**src/rtl/dz_modem_emu.sv**
```systemverilog
// dz_modem_emu: eight answer-mode modem emulators driving DZ11 carrier detect and ring indicator
module dz_modem_emu #(
    parameter int TICK_DIV = 50000,
    parameter int RING_ON  = 2000,
    parameter int RING_OFF = 4000,
    parameter int RING_MAX = 6,
    parameter int CO_DELAY = 100
) (
    input  logic       clk,
    input  logic       rst,
    input  logic [7:0] dzDTR,
    input  logic [7:0] callReq,
    input  logic [7:0] hangReq,
    input  logic [7:0] clrMissed,
    output logic [7:0] dzCO,
    output logic [7:0] dzRI,
    output logic [7:0] missed
);
    typedef enum logic [2:0] {S_IDLE, S_RON, S_ROFF, S_ANS, S_CON} state_t;

    logic [15:0] pre_q, pre_d;
    logic        tick;
    state_t      st_q [8];
    state_t      st_d [8];
    logic [15:0] tmr_q [8];
    logic [15:0] tmr_d [8];
    logic [3:0]  rc_q [8];
    logic [3:0]  rc_d [8];
    logic [7:0]  miss_q, miss_d;
    logic [7:0]  expire;

    function automatic logic [15:0] dur(state_t s);
        return s == S_RON  ? 16'(RING_ON)  :
               s == S_ROFF ? 16'(RING_OFF) :
               s == S_ANS  ? 16'(CO_DELAY) : 16'd0;
    endfunction

    assign tick   = pre_q == 16'(TICK_DIV - 1);
    assign pre_d  = tick ? 16'd0 : pre_q + 16'd1;
    assign missed = miss_q;

    // per-line next state, timer reload on entry, ring count, sticky missed flag and Moore outputs
    always_comb begin
        miss_d = miss_q & ~clrMissed;
        expire = '0;
        dzCO   = '0;
        dzRI   = '0;
        for (int i = 0; i < 8; i++) begin
            st_d[i]   = st_q[i];
            rc_d[i]   = rc_q[i];
            expire[i] = tick && tmr_q[i] == 16'd1;
            tmr_d[i]  = (tick && tmr_q[i] != 16'd0) ? tmr_q[i] - 16'd1 : tmr_q[i];
            case (st_q[i])
                S_IDLE:
                    if (callReq[i] && !hangReq[i]) begin
                        st_d[i] = S_RON;
                        rc_d[i] = 4'd1;
                    end
                S_RON:
                    if (hangReq[i])     st_d[i] = S_IDLE;
                    else if (dzDTR[i])  st_d[i] = S_ANS;
                    else if (expire[i]) st_d[i] = S_ROFF;
                S_ROFF:
                    if (hangReq[i])     st_d[i] = S_IDLE;
                    else if (dzDTR[i])  st_d[i] = S_ANS;
                    else if (expire[i]) begin
                        if (rc_q[i] == 4'(RING_MAX)) begin
                            st_d[i]   = S_IDLE;
                            miss_d[i] = 1'b1;
                        end else begin
                            st_d[i] = S_RON;
                            rc_d[i] = rc_q[i] + 4'd1;
                        end
                    end
                S_ANS:
                    if (hangReq[i] || !dzDTR[i]) st_d[i] = S_IDLE;
                    else if (expire[i])          st_d[i] = S_CON;
                S_CON:
                    if (hangReq[i] || !dzDTR[i]) st_d[i] = S_IDLE;
                default: st_d[i] = S_IDLE;
            endcase
            if (st_d[i] != st_q[i]) tmr_d[i] = dur(st_d[i]);
            dzCO[i] = st_q[i] == S_CON;
            dzRI[i] = st_q[i] == S_RON;
        end
    end

    // shared prescaler and all per-line state registers; reset drops CO/RI at once
    always_ff @(posedge clk or posedge rst) begin
        if (rst) begin
            pre_q  <= '0;
            miss_q <= '0;
            for (int i = 0; i < 8; i++) begin
                st_q[i]  <= S_IDLE;
                tmr_q[i] <= '0;
                rc_q[i]  <= '0;
            end
        end else begin
            pre_q  <= pre_d;
            miss_q <= miss_d;
            st_q   <= st_d;
            tmr_q  <= tmr_d;
            rc_q   <= rc_d;
        end
    end
endmodule

```
**config.mk**
```make
export PLATFORM = sky130hd
export DESIGN_NAME = dz_modem_emu
export DESIGN_NICKNAME = d
export VERILOG_FILES = /design/src/rtl/dz_modem_emu.sv
export SDC_FILE = /design/constraint.sdc
export NUM_CORES = 1
export LEC_CHECK = 0
export ABC_AREA = 1
export CAP_MARGIN = 5
export CORE_AREA = 2 2 164 166
export DETAILED_ROUTE_END_ITERATION = 10
export DIE_AREA = 0 0 166 168
export PLACE_DENSITY = 0.72
export RECOVER_POWER = 50
export SETUP_SLACK_MARGIN = 0.3
export SKIP_LAST_GASP = 1
export SYNTH_ARGS = -nofsm -noshare
export SYNTH_HDL_FRONTEND = slang
export SYNTH_SLANG_ARGS = --single-unit
```
**constraint.sdc**
```tcl
create_clock -name clk -period 9.3 [get_ports clk]
set_clock_uncertainty 0.15 [all_clocks]
set_input_delay 0.93 -clock clk [delete_from_list [all_inputs] [get_ports clk]]
set_output_delay 0.93 -clock clk [all_outputs]
set_load 0.05 [all_outputs]
```
After elaboration in Yosys (flattened, before gate mapping)
Index checks and enable logic that the tools add are counted.

word-level totals
  bits in registers = 208
  bits in latches = 0
  memory bits (writable) = 0
  memory bits (read-only) = 0
  input bits = 34
  output and inout bits = 24
  logic and storage cells = 479
  memories = 0

cells by class
  add/subtract/negate cells = 17
  multipliers = 0
  divide/modulo/power cells = 0
  order comparisons = 0
  eq/ne operators = 121
  shifts and indexed selects = 0
  mux-type cells = 225
  bitwise logic cells = 2
  reductions and logical operators = 88

operator list
  kind                                                 number
  2-to-1 mux 16 bit                                    17
  2-to-1 mux 3 bit                                     80
  2-to-1 mux 12 bit                                    16
  2-to-1 mux 4 bit                                     40
  == test 16 x 1 -> 1 bit (second input constant)      8
  nonzero test 16 bit                                  8
  subtractor 16 x 1 -> 16 bit (second input constant)  8
  one-hot mux 3 bit (5 select lines)                   8
  == test 3 x 2 -> 1 bit (second input constant)       32
  inequality test 2 bit (second input constant)        40
  one-hot mux 4 bit (2 select lines)                   8
  2-to-1 mux 7 bit                                     8
  == test 3 x 1 -> 1 bit (second input constant)       16
  2-to-1 mux 1 bit                                     48
  AND reduction 6 bit                                  8
  adder 4 x 1 -> 4 bit (second input constant)         8
  == test 4 x 3 -> 1 bit (second input constant)       8
  nonzero test 2 bit                                   16
  == test 3 bit (second input constant)                8
  logical AND 1 bit                                    24
  logical NOT 3 bit                                    8
  inequality test 3 bit                                8
  adder 16 x 1 -> 16 bit (second input constant)       1
  == test 16 bit (second input constant)               1
  other kinds (4)                                      26

Depth between registers and ports, before layout
  word-level depth = 11
  gate-level depth with buffers = 20
  depth with buffers taken out = 19

Worst setup path after synthesis
No wires, ideal clock.

  path kind = flip-flop to flip-flop
  from = register st_q[19] (netlist bit)
  to = register tmr_q[100] (netlist bit)
  library setup time = 0.117 ns
  data arrival time = 2.896 ns
  required time = 9.033 ns
  slack = 6.138 ns
  cell stages (with the launch flop) = 13
  buffers on the path = 2
  period minus slack after synthesis = 3.162 ns
  cells stage by stage = dfrtp_1 > nor3_1 > o21ai_0 > nand3_1 > nand2_1 > nand3_1 > nand2_1 > nor2_1 > buf_4 > nand3_4 > buf_6 > nand3_2 > nand2_1

between the ends
  elaborated cells on any way between the ends = 23
  classes of those cells = eq/ne: 7; mux: 14; reduce/logical: 2

RTL lines
  item                                    line  RTL
  from (decl)                             23    state_t st_q [8];
  from (signal assigned)                  101   st_q <= st_d;
  == test 3 x 1 -> 1 bit (*)              -
  net dzRI[1]                             16    output logic [7:0] dzRI,
  one-hot mux 3 bit (5 select lines) (*)  53    case (st_q[i])
  == test 3 x 2 -> 1 bit                  34    s == S_ROFF ? 16'(RING_OFF) :
  2-to-1 mux 12 bit                       34
  2-to-1 mux 12 bit                       33    return s == S_RON ? 16'(RING_ON) :
  2-to-1 mux 16 bit                       82    if (st_d[i] != st_q[i]) tmr_d[i] = dur(st_d[i]);
  to (signal assigned)                    102   tmr_q <= tmr_d;
  to (decl)                               25    logic [15:0] tmr_q [8];

The timed path passes the listed nets; every way through them passes the cells marked *.
A chain may end at the register's enable or synchronous reset.

==> impl_metrics.json <==
{
  "cts_made_buffers": 25,
  "overflow": 0,
  "finalNetCount": 2106,
  "crit_path_start_kind": "primary input",
  "gp_congestion": 0.8791,
  "tns_ns": 0,
  "drtIter0Drc": 787,
  "cts_setup_buffers": 0,
  "layout_min_cycle_time_ns": 5.488,
  "use_met3_pct": 2.515,
  "layout.cells.non_filler": 2390,
  "crit_buf_inv": 3,
  "totalWireLength_um": 28840,
  "clk_pin_slew_ns": 0.06,
  "worstPathArrival_ns": 5.83,
  "use_met2_pct": 37.02,
  "clock_latency_ns": 0.52,
  "post_cts_resized": 0,
  "cpLargestDelayFamily": "buffers and inverters",
  "hp-start": "tmr_q[107]$_DFFE_PP0P_",
  "hold_path_depth": 2,
  "die_area_um2": 27890,
  "syn_inst": 1975,
  "synth.yosys.seq_area_share_pct": 36.85,
  "vias": 12140,
  "cts_hold_buf": 0,
  "ff2ff_path_depth": 19,
  "ir_drop_v": 0.0001776,
  "ys_top_cells_by_area": "dfrtp_1 37%, nand2_1 15%, inv_1 7.3%",
  "drv_cap": 2,
  "worst_path_max_delay_cell": "clkinvlp_2",
  "synth_nets": 2050,
  "max_slew.worst_pin.slew_ns": 5.553,
  "slew_violations": 166,
  "drc": 0,
  "grt_pass1_wl_um": 51040,
  "worstSetupPathType": "primary input to async pin",
  "grt_max_degree": 125,
  "port-buffer-count": 57,
  "drive_above_1_share_pct": 7.272,
  "cts_buffer_depth": 3,
  "die-height_um": 168,
  "async_flop_share_pct": 100.0,
  "placedCellCount": 2345,
  "fmax_mhz": 182.2,
  "diodes": 0,
  "cts_tree": "done",
  "cts.sinks": 208,
  "synth-main-ff-cell": "dfrtp_1",
  "critical-path-max-stage-delay_ns": 3.08,
  "root_buffer": "clkbuf_16",
  "reg2reg_to": "tmr_q[55]$_DFFE_PP0P_",
  "grt_busiest_layer": "met2",
  "r2r_slack_ns": 3.81,
  "initial_core_util_pct": 53.61,
  "yosysTopAreaCellShare_pct": 36.85,
  "ys_ff_latch": 208,
  "syn_avg_cell_area_um2": 7.152,
  "crit_chain": "dlygate4sd3_1 -> clkinvlp_2 -> buf_4",
  "synth-edff-count": 0,
  "ys_warn_count": 0,
  "core_area_um2": 26350,
  "grt_util_all_layers_pct": 20.87,
  "setup_viol": 0,
  "synth_top_cell_by_area": "dfrtp_1",
  "grt_pass1_vias": 11700,
  "drt-vias-per-instance": 5.079,
  "drt_first_pass_iters": 5,
  "wl_per_cell_um": 12.07,
  "hold_path_class": "flop to flop",
  "yosysMostFrequentCell": "nand2_1",
  "min_to": "tmr_q[107]$_DFFE_PP0P_",
  "worstPathMaxFanout": 124,
  "endpoint_kind": "async pin",
  "reg2reg_from": "pre_q[0]$_DFF_PP0_",
  "rsz0062_at_grt": "no",
  "rows": 60,
  "grt_use_met1_pct": 26.96,
  "syn-cell-area_um2": 14130,
  "postRouteAntennaNets": 0,
  "min_period_over_period_pct": 59.01,
  "place_hpwl_um": 20520,
  "die_x_um": 166,
  "outcome": "finished with violations",
  "synth.top_cells.by_count": "552 x nand2_1, 275 x inv_1, 214 x nor2_1",
  "ios": 58,
  "antenna_found_initial": 0,
  "htree_num_levels": 1,
  "slew_headroom_pct": -272.2,
  "nFillCells": 2370,
  "cp.required_ns": 9.64,
  "failed_checks": "capacitance limit, slew limit",
  "p_leak_nw": 8.185,
  "synthDistinctLibCells": 50,
  "p_per_area_nw_per_um2": 311.0,
  "hold_violations": 0,
  "areaGrowthSynthToFinish_pct": 11.17
}
==> layout by cell type (no fill, tap or decap), types with 8 or more instances in the layout <==
cell             count
o21ai_2             13
inv_1              275
xor2_1             101
o31ai_1              8
nand2_2             21
nor4_1               8
nand3b_1            11
clkbuf_16           25
a21oi_1             26
nand4_1             47
nand2_1            561
ha_1                41
xnor2_1             11
dlygate4sd3_1        9
inv_2               20
or2_2               13
nor2_1             216
clkbuf_1             8
nor3_1              62
o21ai_1             14
dfrtp_1            208
nand3_1            174
nand3_2             10
o21ai_0             44
clkdlybuf4s50_1     48
==> how the worst max path moves through the flow <==
| stage | from | endpoint | slack, ns | cells past startpoint |
|---|---|---|---|---|
| 2_1_floorplan | rst | missed[0]$_DFF_PP0_ | 2.54 | 1 |
| 3_3_place_gp | dzDTR[3] | tmr_q[74]$_DFFE_PP0P_ | 5.44 | 14 |
| 3_5_place_dp | dzDTR[3] | tmr_q[74]$_DFFE_PP0P_ | 5.33 | 14 |
| 4_1_cts | pre_q[0]$_DFF_PP0_ | tmr_q[40]$_DFFE_PP0P_ | 5.48 | 17 |
| 5_1_grt | rst | tmr_q[108]$_DFFE_PP0P_ | 2.73 | 3 |
| 6_report | rst | tmr_q[51]$_DFFE_PP0P_ | 3.81 | 3 |
==> cell type report <==
class | count | area (µm²) | share of cell area, %
clock buffer | 32 | 661.9 | 4.215
tap | 341 | 426.7 | 2.717
clock inverter | 13 | 242.7 | 1.546
inverter | 297 | 1117 | 7.115
sequential | 208 | 5205 | 33.14
timing repair buffer | 60 | 585.6 | 3.729
multi-input combinational | 1439 | 7465 | 47.53
==> layer usage <==
metal,part of all wire (%),vias to the layer above
li1,-,6354
met1,47,5549
met2,48,182
met3,3.4,53
met4,2.3,0
met5,0,-
==> state kept, by name, indices dropped and copies added (netlist names) <==
name    cells
tmr_q     128
rc_q       32
st_q       24
pre_q      16
missed      8
==> tightest hold or removal path: cells and delay by family, from the launching register on <==
| family | cells | cell delay, ns |
|---|---|---|
| AND/OR/NAND/NOR | 2 | 0.11 |
| flip-flops | 1 | 0.34 |
==> logic make-up after synthesis <==
| kind of cell | synth area share [%] |
|---|---|
| flip-flops | 36.85 |
| XOR/XNOR | 6.944 |
| multiplexers | 0.07971 |
| AND/OR/NAND/NOR | 37.09 |
| AO/OA/AOI/OAI | 5.509 |
| adder cells (fa/ha/maj) | 3.632 |
| buffers and inverters | 9.894 |
==> through the flow <==
step / power, mW / util [%] / setup slack [ns] / instance area (µm²) / hold WS, ns
after floorplan: 3.451 / - / 2.539 / 14130 / 0.2988
after global placement: 3.771 / 56.44 / 5.444 / 14870 / 0.3141
after detailed placement: 3.826 / 56.44 / 5.328 / 14870 / 0.3146
after CTS: 4.933 / 59.87 / 5.483 / 15780 / 0.3307
after global routing: 5.353 / 59.60 / 2.732 / 15700 / 0.3610
final: 4.884 / 59.60 / 3.812 / 15700 / 0.3281
==> power by group <==
part / leakage (nW) / switching (mW) / internal, mW / total (mW)
combinational: 4.99 / 1.66 / 0.791 / 2.45
sequential: 2.75 / 0.213 / 1.15 / 1.36
clock: 0.441 / 0.380 / 0.695 / 1.07
total: 8.18 / 2.25 / 2.63 / 4.88
Power figures use the tool's default switching activity.
